<file path="src/rtl/fetch_pkg.sv">
// ----------------------------------------------------------------------------
// fetch_pkg
// Shared definitions for the instruction fetch queue:
//   - FSM state encodings for the fetch controller
//   - RISC-V control-flow opcode constants
//   - is_ctrl_flow(): true when an opcode ends sequential fetch
// ----------------------------------------------------------------------------
package fetch_pkg;

  // Fetch FSM state encodings. These values are kept fixed so that external
  // debug tooling can continue to decode them.
  localparam logic [1:0] IDLE     = 2'b00;
  localparam logic [1:0] WAIT_MEM = 2'b01;
  localparam logic [1:0] STALL    = 2'b11;

  // Control-flow opcodes, taken from inst[6:0].
  localparam logic [6:0] OPC_JAL    = 7'b1101111;
  localparam logic [6:0] OPC_JALR   = 7'b1100111;
  localparam logic [6:0] OPC_BRANCH = 7'b1100011;

  // Returns true when the fetcher must stop and wait for a resolved target.
  function automatic logic is_ctrl_flow(input logic [6:0] opcode);
    return (opcode == OPC_JAL) || (opcode == OPC_JALR) || (opcode == OPC_BRANCH);
  endfunction

endpackage

</file>
<file path="src/rtl/inst_queue.sv">
// ----------------------------------------------------------------------------
// inst_queue
// Parametrised circular FIFO holding {pc, inst} entries for the decoder.
// DEPTH must be a power of two and at least 2, so that the read and write
// pointers wrap naturally.
//
// Ports:
//   clk        in   system clock
//   rst        in   asynchronous active-low reset (clears pointers and count)
//   push       in   write push_data at the tail (ignored when full)
//   push_data  in   entry to enqueue
//   pop        in   drop the head entry (ignored when empty)
//   full       out  count == DEPTH
//   empty      out  count == 0
//   count      out  number of valid entries
//   head_data  out  entry at the head (don't-care when empty)
// ----------------------------------------------------------------------------
module inst_queue #(
  parameter int DATA_WIDTH = 49,
  parameter int DEPTH      = 4,
  localparam int PTR_W     = $clog2(DEPTH),
  localparam int CNT_W     = $clog2(DEPTH) + 1
) (
  input  logic                  clk,
  input  logic                  rst,
  input  logic                  push,
  input  logic [DATA_WIDTH-1:0] push_data,
  input  logic                  pop,
  output logic                  full,
  output logic                  empty,
  output logic [CNT_W-1:0]      count,
  output logic [DATA_WIDTH-1:0] head_data
);

  logic [DATA_WIDTH-1:0] mem [DEPTH];
  logic [PTR_W-1:0]      wr_ptr;
  logic [PTR_W-1:0]      rd_ptr;
  logic                  push_en;
  logic                  pop_en;

  assign full      = (count == CNT_W'(DEPTH));
  assign empty     = (count == '0);
  assign push_en   = push && !full;
  assign pop_en    = pop && !empty;
  assign head_data = mem[rd_ptr];

  // NOTE: storage is deliberately left out of reset; an entry is only ever
  // read after it has been written, and resetting it would cost a mux per bit.
  always_ff @(posedge clk) begin
    if (push_en) begin
      mem[wr_ptr] <= push_data;
    end
  end

  // NOTE: sequential state uses non-blocking assignments so every register
  // samples pre-edge values, regardless of block ordering.
  always_ff @(posedge clk or negedge rst) begin
    if (!rst) begin
      wr_ptr <= '0;
      rd_ptr <= '0;
      count  <= '0;
    end else begin
      // Pointers are PTR_W bits wide, so +1 wraps modulo DEPTH.
      if (push_en) wr_ptr <= wr_ptr + 1'b1;
      if (pop_en)  rd_ptr <= rd_ptr + 1'b1;
      unique case ({push_en, pop_en})
        2'b10:   count <= count + 1'b1;
        2'b01:   count <= count - 1'b1;
        default: count <= count;  // idle, or push+pop cancelling out
      endcase
    end
  end

endmodule

</file>
<file path="src/rtl/inst_fetch_queue.sv">
// ----------------------------------------------------------------------------
// inst_fetch_queue
// Sequential instruction fetcher that feeds a QUEUE_DEPTH-entry {pc, inst}
// queue between the instruction cache and the decoder. Fetching stops after
// a control-flow instruction (JAL/JALR/BRANCH) is enqueued, and resumes at
// the target PC delivered on the common data bus.
//
// Ports:
//   clk                    in   system clock
//   rst                    in   asynchronous active-low reset
//   rdy                    in   CPU ready; when low all state holds
//   cdb_valid              in   cdb_data holds the resolved next PC
//   cdb_data               in   redirect PC in bits [ADDR_WIDTH-1:0]
//   inst_cache_read_valid  out  fetch request (held until done)
//   inst_cache_read_addr   out  fetch address (the PC)
//   inst_cache_read_done   in   one-cycle pulse, read data valid
//   inst_cache_read_data   in   fetched instruction
//   inst_decode_ready      in   decoder takes the head entry this cycle
//   inst_decode_valid      out  queue not empty
//   inst_decode_data       out  instruction at the queue head
//   inst_decode_pc         out  PC of the queue head
// ----------------------------------------------------------------------------
module inst_fetch_queue
  import fetch_pkg::*;
#(
  parameter int                    INST_WIDTH  = 32,
  parameter int                    ADDR_WIDTH  = 17,
  parameter int                    CDB_WIDTH   = 32,
  parameter int                    QUEUE_DEPTH = 4,
  parameter logic [ADDR_WIDTH-1:0] RESET_PC    = '0
) (
  input  logic                  clk,
  input  logic                  rst,
  input  logic                  rdy,
  input  logic                  cdb_valid,
  input  logic [CDB_WIDTH-1:0]  cdb_data,
  output logic                  inst_cache_read_valid,
  output logic [ADDR_WIDTH-1:0] inst_cache_read_addr,
  input  logic                  inst_cache_read_done,
  input  logic [INST_WIDTH-1:0] inst_cache_read_data,
  input  logic                  inst_decode_ready,
  output logic                  inst_decode_valid,
  output logic [INST_WIDTH-1:0] inst_decode_data,
  output logic [ADDR_WIDTH-1:0] inst_decode_pc
);

  localparam int ENTRY_W = ADDR_WIDTH + INST_WIDTH;
  localparam int CNT_W   = $clog2(QUEUE_DEPTH) + 1;

  logic [1:0]            state;
  logic [1:0]            state_nxt;
  logic [ADDR_WIDTH-1:0] pc;
  logic [ADDR_WIDTH-1:0] pc_nxt;

  logic                  q_push;
  logic                  q_pop;
  logic                  q_full;
  logic                  q_empty;
  logic [CNT_W-1:0]      q_count;
  logic [ENTRY_W-1:0]    q_head;

  // Only the low ADDR_WIDTH bits of the CDB carry the redirect PC.
  logic unused_cdb_hi;
  assign unused_cdb_hi = ^cdb_data[CDB_WIDTH-1:ADDR_WIDTH];

  // Queue control. A request is only issued while count < QUEUE_DEPTH and the
  // count cannot rise before the response lands, so q_full never actually
  // blocks a push; it is kept as a guard.
  assign q_push = rdy && (state == WAIT_MEM) && inst_cache_read_done && !q_full;
  assign q_pop  = rdy && inst_decode_ready && !q_empty;

  inst_queue #(
    .DATA_WIDTH (ENTRY_W),
    .DEPTH      (QUEUE_DEPTH)
  ) u_queue (
    .clk       (clk),
    .rst       (rst),
    .push      (q_push),
    .push_data ({pc, inst_cache_read_data}),
    .pop       (q_pop),
    .full      (q_full),
    .empty     (q_empty),
    .count     (q_count),
    .head_data (q_head)
  );

  // NOTE: every signal assigned here gets a default first, so no path leaves
  // it unassigned and no latch is inferred.
  always_comb begin
    state_nxt = state;
    pc_nxt    = pc;
    case (state)
      IDLE: begin
        if (q_count < CNT_W'(QUEUE_DEPTH)) state_nxt = WAIT_MEM;
      end
      WAIT_MEM: begin
        if (inst_cache_read_done) begin
          if (is_ctrl_flow(inst_cache_read_data[6:0])) begin
            // Hold the PC; the real target arrives on the CDB.
            state_nxt = STALL;
          end else begin
            pc_nxt    = pc + ADDR_WIDTH'(4);  // wraps modulo 2^ADDR_WIDTH
            state_nxt = IDLE;
          end
        end
      end
      STALL: begin
        // Redirect target is taken as-is, including misaligned values.
        if (cdb_valid) begin
          pc_nxt    = cdb_data[ADDR_WIDTH-1:0];
          state_nxt = IDLE;
        end
      end
      default: state_nxt = IDLE;  // unused encoding 2'b10
    endcase
  end

  always_ff @(posedge clk or negedge rst) begin
    if (!rst) begin
      state <= IDLE;
      pc    <= RESET_PC;
    end else if (rdy) begin
      state <= state_nxt;
      pc    <= pc_nxt;
    end
  end

  assign inst_cache_read_valid = (state == WAIT_MEM);
  assign inst_cache_read_addr  = pc;
  assign inst_decode_valid     = !q_empty;
  assign inst_decode_pc        = q_head[ENTRY_W-1:INST_WIDTH];
  assign inst_decode_data      = q_head[INST_WIDTH-1:0];

endmodule
</file>
<file path="config.mk">
export PLATFORM = sky130hd
export DESIGN_NAME = inst_fetch_queue
export DESIGN_NICKNAME = d
export VERILOG_FILES = /design/src/rtl/fetch_pkg.sv /design/src/rtl/inst_queue.sv /design/src/rtl/inst_fetch_queue.sv
export SDC_FILE = /design/constraint.sdc
export NUM_CORES = 1
export LEC_CHECK = 0
export BUFFER_PORTS_ARGS = -buffer_cell sky130_fd_sc_hd__buf_2
export CAP_MARGIN = 20
export CORE_UTILIZATION = 44
export CTS_CLUSTER_SIZE = 28
export DETAILED_ROUTE_END_ITERATION = 8
export GPL_TIMING_DRIVEN = 0
export RECOVER_POWER = 100
export SKIP_LAST_GASP = 1
export SLEW_MARGIN = 40
export SYNTH_ARGS = -nofsm -noshare
export SYNTH_HDL_FRONTEND = slang
export SYNTH_HIERARCHICAL = 1
export SYNTH_SLANG_ARGS = --single-unit
</file>
<file path="constraint.sdc">
create_clock -name clk -period 3 [get_ports clk]
set_input_delay 0.9 -clock clk [delete_from_list [all_inputs] [get_ports clk]]
set_output_delay 0.9 -clock clk [all_outputs]
set_load 0.02 [all_outputs]
</file>
==> out/results.ini <==
[synth]
yosys.cell_types.count = 47
synth_top_family_by_area = multiplexers
netlist_area_sq_mm = 0.00878
yosys-top-cells-count = edfxtp_1 (196), mux4_2 (48), dfrtp_1 (26)
synth_enable_flop_cells = 196
synthAdderAreaFrac_pct = 1.08
synth-seq-cells = 222
yosys.area_share.xor_xnor_pct = 0.599
synth.most_common_cell = edfxtp_1
synth_compound_area_share_pct = 4.28
synthMuxAreaShare_pct = 13.6
syn_avg_cell_area_sq_um = 20.5
synth_seq_area_share_pct = 74.5
ys.flop_type = edfxtp_1
syn_nets = 506
synth-simple-area-share_pct = 3.39
async_flop_share_pct = 11.7
yosysTopAreaCell = edfxtp_1
syn-instance-count = 429
synthTopCellsByArea = edfxtp_1 (67%), mux4_2 (12%), dfrtp_1 (7.4%)
yosysTopAreaCellShare_pct = 67.0
yosysWarnings = 6

[setup_path]
cp_num_buf_inv = 3
crit_chain = clkbuf_1, clkbuf_2, mux4_2, clkbuf_2
cp-end-kind = primary output
r2r_slack_ns = 0.21
slowest_delay_ns = 0.37
r2r-end = inst_cache_read_addr[13]
crit_top_cell = clkbuf_2
cp.arrival_ns = 1.97
crit_path_max_fanout = 10
reg2reg_from = state[1]
critical_path_required_ns = 2.10
reg2regPathDepth = 5
slowest_stage = mux4_2
cp_top_family = buffers and inverters
cp-start-kind = flip-flop
critical_path_class = flip-flop to primary output

[detailed_routing]
ant_nets = 0
drt-total-wl_mm = 16.4
drt-initial-drc-count = 216
first_pass_iters = 4
vias = 4515
wl_per_cell_microns = 19.1
vias_per_cell = 5.25
drc = 0

[sta]
maxSlewHeadroom_pct = -6.78
skew_ns = 0.0101
period_minus_slack_ns = 2.87
period_share_pct = 95.7
fmax_mhz = 348
tightest_slew_ns = 1.56
finalHoldViolCount = 0
slew_violations = 5
rsz0062_at_grt = no
setup_violations = 0

[status]
violations = capacitance limit, slew limit
status = finished with violations

[cells_and_area]
final_area_sq_mm = 0.0103
fillers = 1625
final_layout_size_suffix_gt1_share_pct = 30.3
nets = 657
diodes = 0
area_delta_synth_final_pct = 17.6

[floorplanning]
chipHeight_microns = 143
core_sq_mm = 0.0195
initial_utilization_pct = 45.0
chipWidth_microns = 143
ios = 138
fp.dieArea_sq_mm = 0.0205
num_rows = 51

[power_and_ir_drop]
max-vdd-ir-drop_mv = 0.476
p_total_mw = 9.58
p_per_area_mw_per_mm2 = 927
power.leakage_nw = 3.57

[global_route]
grt_use_total_pct = 16.6
antenna_found_initial = 0
grt-ovfl-total = 0
grt_pass1_wl_mm = 25.4
grt_pass1_vias = 4684
grt_max_degree = 34

[cts]
clock-sinks = 222
cts_buffers = 23
cts_tree = built
clk_pin_slew_worst_paths_ns = 0.06
hold_buffers = 0
max-clock-path-buffers = 3
cts_resized = 0
clock_latency_ns = 0.50
post_cts_buffers = 0
h-tree-depth = 1
clk_root_buffer_cell = clkbuf_16

[min_path]
hold_path_class = flip-flop to flip-flop
holdPathEnd = u_queue/mem[1][33]
min_path_cells = 0
min_from = inst_cache_read_addr[1]

[placed_design]
io_buffers = 122
routabilityCongestion = 0.830
dp.final_hpwl_mm = 10.7
placed_area_sq_mm = 0.00983

[flow_run]
maxCapViolCount = 1

cells by family (layout without fill, tap and decap cells):
family | after synthesis | after routing
multiplexers | 57 | 57
AND/OR/NAND/NOR | 53 | 53
flip-flops | 222 | 222
XOR/XNOR | 6 | 6
buffers and inverters | 31 | 197
AO/OA/AOI/OAI | 53 | 53
adder cells (fa/ha/maj) | 7 | 7
layout by cell type, fill, tap and decap left out, types with 3 or more instances in the layout:
cell type	synthesis	routed
o22ai_1	3	3
clkbuf_16	0	23
mux2i_1	4	4
clkinv_1	0	8
a21oi_2	4	4
clkbuf_1	3	62
buf_12	5	5
buf_2	7	30
ha_1	6	6
o21ai_0	13	13
nand3_1	9	9
xnor2_1	3	3
and3_1	3	3
dfrtp_1	26	26
nor3_1	3	3
xor2_1	3	3
mux4_2	48	48
mux2_2	3	3
clkbuf_2	0	46
a21oi_1	18	18
inv_1	13	13
a2bb2oi_1	1	4
buf_6	3	5
nor2_1	4	4
edfxtp_1	196	196
nand2_1	16	16
sequential cells by signal, summed over array words and instances (netlist names):
name / flops
u_queue/mem: 196
inst_cache_read_addr: 17
u_queue/count: 3
state: 2
u_queue/rd_ptr: 2
u_queue/wr_ptr: 2
through the flow:
step	setup TNS [ns]	cells	utilization (%)	setup WS [ns]	hold slack (ns)
4_1_cts	0	860	53.8	0.0818	0.411
6_report	0	860	52.9	0.129	0.564
5_1_grt	0	860	52.9	0.0146	0.580
3_5_place_dp	0	820	50.3	0.289	0.555
2_1_floorplan	0	429	-	0.0787	0.512
3_3_place_gp	-224.76	816	49.8	-1.16	0.520
layer usage:
| metal | vias to the layer above | share of wire [%] | GRT usage, % |
|---|---|---|---|
| li1 | 2051 | - | - |
| met1 | 2301 | 43 | 21.9 |
| met2 | 142 | 50 | 28.2 |
| met3 | 21 | 5.3 | 2.92 |
| met4 | 0 | 1.7 | 4.93 |
| met5 | - | 0 | 0 |
where the power goes:
group	total, mW	switching [mW]	internal, mW	leakage, nW
sequential	4.08	0.324	3.75	2.09
combinational	2.96	1.69	1.28	1.15
clock	2.54	1.05	1.49	0.326
total	9.58	3.06	6.51	3.57
layout make-up:
| cell class | count | area [sq um] | share of cell area, % |
|---|---|---|---|
| Buffer | 18 | 179 | 1.73 |
| Inverter | 13 | 48.8 | 0.473 |
| Clock buffer | 29 | 598 | 5.79 |
| Clock inverter | 11 | 73.8 | 0.715 |
| Timing Repair Buffer | 126 | 583 | 5.65 |
| Tap cell | 265 | 332 | 3.21 |
| Sequential cell | 222 | 6540 | 63.3 |
| Multi-Input combinational cell | 176 | 1980 | 19.1 |
worst max-delay path by stage:
stage,slack (ns),start,cells after the start,end
after detailed placement,0.29,rdy,6,u_queue/mem[0][43]
after global routing,0.01,u_queue/rd_ptr[1],4,inst_decode_pc[2]
after floorplan,0.08,inst_cache_read_done,4,u_queue/mem[0][0]
after global placement,-1.16,rdy,5,u_queue/mem[1][17]
after CTS,0.08,u_queue/rd_ptr[1],4,inst_decode_data[29]
final,0.13,u_queue/rd_ptr[1],4,inst_decode_data[27]
Power figures use the tool's default switching activity.
